**config.mk**
```make
export PLATFORM = sky130hd
export DESIGN_NAME = seg7_scan_mux
export DESIGN_NICKNAME = d
export VERILOG_FILES = /design/src/rtl/seg7_scan_mux.sv
export SDC_FILE = /design/constraint.sdc
export NUM_CORES = 1
export LEC_CHECK = 0
export CAP_MARGIN = 10
export CORE_MARGIN = 5
export CORE_UTILIZATION = 60
export CTS_CLUSTER_SIZE = 10
export DETAILED_ROUTE_END_ITERATION = 8
export DONT_BUFFER_PORTS = 1
export PLACE_DENSITY_LB_ADDON = 0.05
export REMOVE_ABC_BUFFERS = 1
export SYNTH_ARGS = -nofsm -noshare
export SYNTH_HDL_FRONTEND = slang
export SYNTH_SLANG_ARGS = --single-unit
export TNS_END_PERCENT = 10
```
**constraint.sdc**
```tcl
create_clock -name avs_s1_clk -period 6.77 [get_ports avs_s1_clk]
set_input_delay 2.031 -clock avs_s1_clk [delete_from_list [all_inputs] [get_ports avs_s1_clk]]
set_output_delay 2.031 -clock avs_s1_clk [all_outputs]
set_load 0.02 [all_outputs]
```
**src/rtl/seg7_scan_mux.sv**
```systemverilog
// seg7_scan_mux: time-multiplexed 7-segment scanner with per-slot blanking and a per-frame segment snapshot.
// Optional build macro SEG7_SCAN_DIM_EN adds a dim[2:0] input for frame-skipping brightness control.
module seg7_scan_mux #(
   parameter int SEG7_NUM       = 8,
   parameter bit LOW_ACTIVE     = 1'b1,
   parameter bit DIG_LOW_ACTIVE = 1'b1,
   parameter int CLK_DIV        = 50000,
   parameter int BLANK_CYCLES   = 500
) (
   input  logic                  avs_s1_clk,
   input  logic                  avs_s1_reset_n,
   input  logic [8*SEG7_NUM-1:0] seg_in,
   input  logic                  scan_en,
`ifdef SEG7_SCAN_DIM_EN
   input  logic [2:0]            dim,
`endif
   output logic [7:0]            seg_out,
   output logic [SEG7_NUM-1:0]   dig_sel,
   output logic                  frame_tick
);

   localparam int CW = $clog2(CLK_DIV);
   localparam int IW = $clog2(SEG7_NUM);
   localparam logic [CW-1:0] BLANK_LAST = CW'(BLANK_CYCLES - 1);
   localparam logic [CW-1:0] DRIVE_LAST = CW'(CLK_DIV - BLANK_CYCLES - 1);
   localparam logic [IW-1:0] IDX_LAST   = IW'(SEG7_NUM - 1);
   localparam logic [7:0]          SEG_OFF = {8{LOW_ACTIVE}};
   localparam logic [SEG7_NUM-1:0] DIG_OFF = {SEG7_NUM{DIG_LOW_ACTIVE}};

   typedef enum logic [1:0] {IDLE, BLANK, DRIVE} state_t;

   state_t                state_q, state_d;
   logic [CW-1:0]         cnt_q, cnt_d;
   logic [IW-1:0]         idx_q, idx_d;
   logic [8*SEG7_NUM-1:0] snap_q, snap_d;
   logic                  tick_q, tick_d;
   logic                  frame_lit;
   logic [SEG7_NUM-1:0]   dig_onehot;

`ifdef SEG7_SCAN_DIM_EN
   logic [2:0] fc_q, fc_d;
   logic [2:0] dim_q, dim_d;

   // Frames numbered below the sampled dim level stay dark, giving (8-dim)/8 duty.
   assign frame_lit = (fc_q >= dim_q);
`else
   assign frame_lit = 1'b1;
`endif

   assign dig_onehot = {{(SEG7_NUM-1){1'b0}}, 1'b1} << idx_q;

   always_ff @(posedge avs_s1_clk) begin
      if (!avs_s1_reset_n) begin
         state_q <= IDLE;
         cnt_q   <= '0;
         idx_q   <= '0;
         snap_q  <= '0;
         tick_q  <= 1'b0;
`ifdef SEG7_SCAN_DIM_EN
         fc_q    <= '0;
         dim_q   <= '0;
`endif
      end else begin
         state_q <= state_d;
         cnt_q   <= cnt_d;
         idx_q   <= idx_d;
         snap_q  <= snap_d;
         tick_q  <= tick_d;
`ifdef SEG7_SCAN_DIM_EN
         fc_q    <= fc_d;
         dim_q   <= dim_d;
`endif
      end
   end

   // Dropping scan_en overrides everything, including a wrap on the same cycle.
   always_comb begin
      state_d = state_q;
      cnt_d   = cnt_q;
      idx_d   = idx_q;
      snap_d  = snap_q;
      tick_d  = 1'b0;
`ifdef SEG7_SCAN_DIM_EN
      fc_d    = fc_q;
      dim_d   = dim_q;
`endif
      if (!scan_en) begin
         state_d = IDLE;
         cnt_d   = '0;
         idx_d   = '0;
      end else begin
         case (state_q)
            IDLE: begin
               state_d = BLANK;
               cnt_d   = '0;
               idx_d   = '0;
               snap_d  = seg_in;
               tick_d  = 1'b1;
`ifdef SEG7_SCAN_DIM_EN
               dim_d   = dim;
`endif
            end
            BLANK: begin
               if (cnt_q == BLANK_LAST) begin
                  state_d = DRIVE;
                  cnt_d   = '0;
               end else begin
                  cnt_d = cnt_q + 1'b1;
               end
            end
            DRIVE: begin
               if (cnt_q == DRIVE_LAST) begin
                  state_d = BLANK;
                  cnt_d   = '0;
                  if (idx_q == IDX_LAST) begin
                     idx_d  = '0;
                     snap_d = seg_in;
                     tick_d = 1'b1;
`ifdef SEG7_SCAN_DIM_EN
                     fc_d   = fc_q + 3'd1;
                     dim_d  = dim;
`endif
                  end else begin
                     idx_d = idx_q + 1'b1;
                  end
               end else begin
                  cnt_d = cnt_q + 1'b1;
               end
            end
            default: state_d = IDLE;
         endcase
      end
   end

   // Output stage lags the scan state by one cycle so every pin is a clean flop.
   always_ff @(posedge avs_s1_clk) begin
      if (!avs_s1_reset_n) begin
         seg_out    <= SEG_OFF;
         dig_sel    <= DIG_OFF;
         frame_tick <= 1'b0;
      end else begin
         frame_tick <= tick_q;
         if (state_q == DRIVE) begin
            dig_sel <= DIG_LOW_ACTIVE ? ~dig_onehot : dig_onehot;
            seg_out <= frame_lit ? snap_q[{idx_q, 3'b000} +: 8] : SEG_OFF;
         end else begin
            dig_sel <= DIG_OFF;
            seg_out <= SEG_OFF;
         end
      end
   end

endmodule
```
## After elaboration in Yosys (flattened, before gate mapping)

Cells that the tools add are included.

- Bits of input ports: 67
- Memories: 0
- Output and inout bits: 17
- Latch bits: 0
- Memory bits (writable): 0
- ROM bits: 0
- Register bits: 103
- Word-level logic and storage cells: 44

- Equal/unequal tests: 8
- Add/subtract/negate cells: 2
- Multiplexer cells: 15
- Reduce and logical (&&, ||, !) cells: 8
- Bitwise logic cells: 1
- Div/mod/pow operators: 0
- Multipliers: 0
- Shifts and indexed selects: 2
- Magnitude comparators: 0

Operator list:

| kind | number |
|---|---|
| 64-bit two-way mux | 2 |
| 64-bit one-hot mux with 2 select lines | 1 |
| 64-bit by 7-bit variable part select with 8-bit output | 1 |
| 16-bit one-hot mux with 3 select lines | 1 |
| 16-bit two-way mux | 2 |
| 16-bit by 1-bit adder with 16-bit output (second input constant) | 1 |
| 16-bit equality test (second input constant) | 1 |
| 16-bit by 9-bit equality test with 1-bit output (second input constant) | 1 |
| 8-bit inverter | 1 |
| 2-bit AND reduction | 4 |
| 1-bit by 3-bit << shifter with 8-bit output (first input constant) | 1 |
| 3-bit two-way mux | 2 |
| 2-bit != test (second input constant) | 3 |
| 2-bit one-hot mux with 3 select lines | 1 |
| 3-bit one-hot mux with 2 select lines | 1 |
| 2-bit two-way mux | 2 |
| 4-bit AND reduction | 1 |
| 3-bit by 1-bit adder with 3-bit output (second input constant) | 1 |
| 3-bit equality test (second input constant) | 1 |
| 3-bit nonzero test | 1 |
| 2-bit by 1-bit equality test with 1-bit output (second input constant) | 1 |
| 2-bit equality test (second input constant) | 1 |
| 2-bit zero test | 1 |
| 1-bit two-way mux | 2 |
| 2 further kinds | 2 |

## Longest topological paths before layout

Gate-level depths: netlist (run 1).

- Depth after elaboration: 4
- Mapped depth: 11
- Depth with buffers taken out: 7

## Least setup slack after synthesis (run 1)

No wires, ideal clock.

- Path type: input to register
- Start point: input avs_s1_reset_n
- End point: register cnt_q[10]
- Data required time: 6.709 ns
- Cell stages on the path: 5
- Data arrival time: 3.041 ns
- Path slack: 3.668 ns
- Setup time: 0.061 ns
- Buffers on the path: 1
- Cells stage by stage: clkbuf_1 > nand2_1 > a2111oi_2 > and3_1 > a221o_1

- Word-level cells in the longest chain between the ends: 1

RTL lines:

| item | line | source |
|---|---|---|
| from (decl) | 11 | `input logic avs_s1_reset_n,` |
| 2-bit AND reduction (no source line) | - |  |
| to (signal assigned) | 65 | `cnt_q <= cnt_d;` |
| to (decl) | 33 | `logic [CW-1:0] cnt_q, cnt_d;` |

No other way between the ends.
A chain may end at the register's enable or synchronous reset.

## Worst setup path in the final report (run 1)

- Start point: input scan_en
- End point: register snap_q[61]

- Word-level cells in the longest chain between the ends: 1

RTL lines:

| item | line | source |
|---|---|---|
| from (decl) | 13 | `input logic scan_en,` |
| 4-bit AND reduction (no source line) | - |  |
| to (signal assigned) | 67 | `snap_q <= snap_d;` |
| to (decl) | 35 | `logic [8*SEG7_NUM-1:0] snap_q, snap_d;` |

No other way between the ends.

==> results.yml, run 1 <==
timing:
  setup_repair_after_global_routing_missed_its_margin: "false"
  skew_ns: 0.00592
  timing.setup.tns_ns: 0
  setup_slack_ns: 3.56
  tightestPinTransition_ns: 1.08
  period_needed_ns: 3.21
  setup-violations-final: 0
  worst_slew_margin_rel_pct: 28.1
  fin_crit_sh_pct: 47.5
  maxSlewViolCount: 0
  max_freq_mhz: 311
  hold_viol: 0
finish:
  fillerInstances: 671
  instances_no_fill: 586
  drive_gt1_share_pct: 9.65
  final_cell_mix: "dfxtp_1 (103), nand2_1 (96), nand3_1 (81)"
  antenna_cells: 0
  area_taken_by_flip_flops_and_latches_sq_mm: 0.00206
  areaGrowthSynthToFinish_pct: 4.27
  final_core_util_pct: 64.5
  num-nets-final: 560
  most_common_library_cell_in_the_layout_ignoring_fill_and_taps: "dfxtp_1"
  area_used_by_multi_input_combinational_logic_sq_mm: 0.00225
setup_path:
  worstPathArrival_ns: 3.41
  setup.worst_path.class: "primary input to flop"
  r2r.worst_path.cells: 5
  setup.worst_path.end_class: "flop"
  critical_path.startpoint_type: "primary input"
  worst-endpoint-required_ns: 6.96
  critPathMaxFanout: 128
clock_tree:
  cts.repair.resized: 0
  tritoncts.num_buffers: 9
  cts.path.max_buffers: 2
  cts.reportedPaths.clkPinSlew_ns: 0.10
  clock-root-buffer: "clkbuf_8"
  post_cts_hold_buffer_count: 0
  post-cts-setup-buffers: 0
  cts_tree: "yes"
  cts.sink_count: 103
  htree_levels: 3
  clkLatencyLatePin_ns: 0.36
routing:
  drtIter0Drc: 130
  routed_wirelength_um: 9020
  drc_errors: 0
  detail_route.wl_per_cell_um: 15.4
  drtAntennaViolNets: 0
  routed-via-count: 3403
  routed_via_density: 5.81
  detailedRoute.firstPassIterationCount: 4
yosys:
  yosysUniqueCellTypes: 44
  netlist_instances: 507
  syn-cell-area_sq_mm: 0.00451
  async_set_reset_flop_share_out_of_synthesis_pct: 0
  synth_edf_count: 0
  predominant_post_synthesis_flop_cell: "dfxtp_1"
  synth.avg_cell_area_sq_um: 8.90
  yosys_warnings: 0
  ys_seq_elements: 103
  synth_seq_area_share_pct: 45.7
placed_design:
  port_buffers: 0
  placement.setup.worst_slack_ns: 3.17
  detailed_place_hpwl_um: 6150
  dp.cells: 570
  gp_congestion: 0.847
floorplan:
  row_count: 31
  die_h_um: 96.7
  die_width_um: 96.7
  io-pin-count: 84
  initial_standard_cell_utilization_of_the_core_pct: 61.9
  core_region_area_sq_mm: 0.00729
  fp.dieArea_sq_mm: 0.00935
pwr:
  pwr_cell_area_mw_per_mm2: 239
  leakage_power_summed_over_all_cells_nw: 1.65
  maximum_ir_drop_on_the_vdd_rail_mv: 0.140
global_routing:
  global_route_wire_length_before_repair_um: 15000
  global_route.peak_usage_layer: "met2"
  m1_gr_usage_pct: 23.8
  number_of_antenna_violations_at_the_first_check_in_global_routing: 0
  grt_util_met2_pct: 32.3
  grt_use_met3_pct: 6.55
  grt_max_degree: 133
  vias_in_the_first_global_route: 3149
  grt.overflow.total: 0
  global_route.usage.total_pct: 19.2
worst_hold_path:
  hold_path_class: "flop to flop"
  timing.hold.worst_path_depth: 1
status:
  result_of_the_run: "complete, no violations"
job:
  max_cap_viol_count: 0
==> cells by family after synthesis <==
family	after synthesis	synth area share [%]
simple gates	232	24.2
flops	103	45.7
buf+inv	47	4.69
fa+ha+maj	11	3.05
mux	17	8.21
compound gates	88	12.3
xor+xnor	9	1.75
==> layout make-up <==
cell class              instances  share of cell area [%]
multi-input cells             357                    47.8
clock inverters                 6                    1.97
well taps                      99                    2.63
inverters                       9                   0.718
flip-flops and latches        103                    43.8
clock buffers                  10                    2.71
repair buffers                  2                   0.319
==> synth_stat cells, types with 5 or more instances <==
master | count | area, sq um
nand2_1 | 96 | 360
nor2_1 | 19 | 71.3
nand3_1 | 81 | 405
a21oi_1 | 7 | 35.0
o21ai_0 | 46 | 230
xor2_1 | 5 | 43.8
buf_1 | 7 | 26.3
clkbuf_1 | 23 | 86.3
dfxtp_1 | 103 | 2060
o21ai_1 | 16 | 80.1
inv_1 | 8 | 30.0
nand4_1 | 7 | 43.8
ha_1 | 11 | 138
mux4_2 | 16 | 360
==> routing by layer <==
| layer | up-vias | wire, um |
|---|---|---|
| met1 | 1582 | 3900 |
| met4 | 0 | 99 |
| met5 | - | 0 |
| li1 | 1726 | - |
| met3 | 11 | 527 |
| met2 | 84 | 4490 |
==> sequential cells by signal, indices dropped and copies added, names as in the netlist <==
signal	count
cnt_q	16
frame_tick	1
idx_q	3
tick_q	1
dig_sel	8
snap_q	64
state_q	2
seg_out	8
==> critical path, stage by stage <==
cell	delay [ns]
inv_1	0.04
nor2_1	0.06
a41oi_4	0.16
buf_4	0.82
o21ai_0	0.25
==> worst paths after layout <==
kind | start | slack (ns) | end
worst min register to register | tick_q | 0.44 | frame_tick
worst min-delay path | tick_q | 0.44 | frame_tick
worst max-delay path | scan_en | 3.56 | snap_q[61]
worst max register to register | idx_q[1] | 3.97 | snap_q[61]
==> power by group <==
| group | total (mW) | switching [mW] | leakage, nW | internal (mW) |
|---|---|---|---|---|
| sequential | 0.644 | 0.0127 | 0.842 | 0.632 |
| clock | 0.420 | 0.208 | 0.109 | 0.212 |
| combinational | 0.0596 | 0.0338 | 0.702 | 0.0257 |
==> metrics by stage <==
step                      hold slack [ns]  cell area, sq um  total power, mW
final                               0.443              4700             1.12
after global routing                0.468              4700             1.17
after CTS                           0.451              4700             1.14
after detailed placement            0.428              4480            0.719
after global placement              0.420              4480            0.716
after floorplan                     0.412              4330            0.704
No activity file was read; power rests on OpenSTA's default activity.
==> run 2, diff against run 1 <==
Settings changed: CORE_UTILIZATION 60 to 57.
Clock period 6.77 ns to 2.79 ns, I/O delays scaled along.
==> run 2 against run 1 <==
Net effect: routed wire length is 1.1% higher; flip-flop and latch count stayed put; first-iteration DRC count is 11% higher; combinational power is 150% higher; worst hold slack better by 0.015 ns; sequential power is 140% higher; register-to-register slack worse by 3.7 ns; worst setup slack worse by 3.3 ns; clock skew is 0.0055 ns higher; global-route usage hardly changed; sequential share of layout area is 0.11 points higher; critical path type is now flop to flop; critical endpoint is now snap_q[1]; largest power group unchanged.
==> results.yml, run 2 (synthesis gave the netlist of run 1 again) <==
status:
  result_of_the_run: "complete, no violations"
floorplan:
  row_count: 32
  core_region_area_sq_mm: 0.00773
  fp.dieArea_sq_mm: 0.00979
  die_width_um: 99.0
  die_h_um: 99.0
  io-pin-count: 84
  initial_standard_cell_utilization_of_the_core_pct: 58.4
global_routing:
  vias_in_the_first_global_route: 3173
  grt.overflow.total: 0
  grt_max_degree: 133
  global_route.usage.total_pct: 19.3
  number_of_antenna_violations_at_the_first_check_in_global_routing: 0
  global_route_wire_length_before_repair_um: 15300
finish:
  final_cell_mix: "dfxtp_1 (103), nand2_1 (96), nand3_1 (81)"
  areaGrowthSynthToFinish_pct: 4.02
  num-nets-final: 564
  final_core_util_pct: 60.7
  largest_register_ff_count: 64
  most_common_library_cell_in_the_layout_ignoring_fill_and_taps: "dfxtp_1"
  top_registers: "snap_q x64, cnt_q x16"
  max_flop_register: "snap_q"
  final_cell_area_sq_mm: 0.00469
  drive_gt1_share_pct: 10.4
  antenna_cells: 0
  instances_no_fill: 592
timing:
  maxSlewViolCount: 0
  max_freq_mhz: 400
  skew_ns: 0.0115
  worst_slew_margin_rel_pct: 44.2
  setup-violations-final: 0
  setup_repair_after_global_routing_missed_its_margin: "false"
  period_needed_ns: 2.50
  hold_viol: 0
  fin_crit_sh_pct: 89.7
  tightestPinTransition_ns: 0.835
pwr:
  power.share.combinational_pct: 5.7
  report.power.total_mw: 2.57
  p_switching_uw: 634
  p_int_mw: 1.93
  pwr_cell_area_mw_per_mm2: 547
  leakage_power_summed_over_all_cells_nw: 1.66
  maximum_ir_drop_on_the_vdd_rail_mv: 0.268
  share_seq_of_total_power_pct: 60.9
  pwr-share-clk_pct: 33.4
  power.switching_fraction_pct: 24.7
setup_path:
  cp_slowest_cell: "or4b_4"
  worstPathBufferInverterCount: 1
  worstPathArrival_ns: 2.72
  critical_path.startpoint_type: "flop"
  critPathMaxFanout: 72
  r2r.worst_path.cells: 7
  setup.worst_path.end_class: "flop"
  setup.worst_path.class: "flop to flop"
  worst-endpoint-required_ns: 3.01
  critical_path.max_stage_delay_ns: 0.54
  path_delay_family: "simple AND/OR/NAND/NOR gates"
  worstPathCellList: "ha_1 > or4b_4 > nor4_4 > a41oi_4 > buf_4 > nand3_1 > o21ai_0"
  crit_cells: 7
routing:
  routed_via_density: 5.67
  routed_wirelength_um: 9110
  drc_errors: 0
  routed-via-count: 3357
  drtIter0Drc: 144
  detail_route.wl_per_cell_um: 15.4
  drtAntennaViolNets: 0
  detailedRoute.firstPassIterationCount: 4
worst_hold_path:
  timing.hold.worst_path_depth: 2
  hold_path_class: "flop to flop"
clock_tree:
  clkLatencyLatePin_ns: 0.37
  cts.path.max_buffers: 2
  clock-root-buffer: "clkbuf_8"
  tritoncts.num_buffers: 9
  post_cts_hold_buffer_count: 0
  cts.repair.resized: 0
  cts_tree: "yes"
  post-cts-setup-buffers: 0
  cts.sink_count: 103
  htree_levels: 3
  cts.reportedPaths.clkPinSlew_ns: 0.09
placed_design:
  gp_congestion: 0.772
  detailed_place_hpwl_um: 6020
  port_buffers: 0
  placedInstanceArea_sq_mm: 0.00452
  dp.cells: 577
job:
  max_cap_viol_count: 0
[run 2: cell types whose count changed in the layout (fill, tap and decap cells not counted)]
cell,previous run,this run
buf_4,2,6
bufinv_16,2,0
inv_6,1,3
clkbuf_1,1,0
clkinv_4,0,1
clkinvlp_4,1,0
[run 2: per-layer routing]
| metal | GRT usage, % | up-vias | share of wire (%) |
|---|---|---|---|
| li1 | - | 1729 | - |
| met1 | 25.3 | 1542 | 47 |
| met2 | 30.8 | 78 | 47 |
| met3 | 5.94 | 8 | 4.9 |
| met4 | 5.46 | 0 | 1.2 |
| met5 | 0 | - | 0 |
[run 2: metrics by stage]
step | setup WS [ns] | hold WS [ns] | TNS, ns
floorplan | -1.52 | 0.412 | -94.88
global placement | 0.377 | 0.443 | 0
detailed placement | 0.299 | 0.445 | 0
CTS | 0.290 | 0.458 | 0
global route | 0.121 | 0.478 | 0
finish | 0.288 | 0.458 | 0
[run 2: path summary, 6_finish.rpt]
path	startpoint	to	slack [ns]
max	cnt_q[0]	snap_q[1]	0.29
min	snap_q[29]	snap_q[29]	0.46
max reg2reg	cnt_q[0]	snap_q[1]	0.29
min reg2reg	snap_q[29]	snap_q[29]	0.46
[run 2: area by class of cell]
cell class                      instances  area (sq um)
Clock inverter                          6          51.3
Sequential cell                       103          2060
Clock buffer                            9           124
Tap cell                              102           128
Multi-Input combinational cell        357          2250
Fill cell                             707          3040
Timing Repair Buffer                    6          45.0
Inverter                                9          33.8
[run 2: worst register-to-register path, delay by kind of cell, from the launching register on]
| family | cells | cell delay, ns |
|---|---|---|
| flops | 1 | 0.39 |
| fa+ha+maj | 1 | 0.21 |
| compound gates | 2 | 0.26 |
| simple gates | 3 | 1.17 |
| buf+inv | 1 | 0.34 |
[run 2: power groups by stage]
stage	clock (mW)	sequential [mW]	combinational, mW
after floorplan	0	1.59	0.120
after global placement	0	1.60	0.144
after detailed placement	0	1.60	0.149
after CTS	0.884	1.56	0.149
after global routing	0.944	1.57	0.171
final	0.857	1.56	0.147
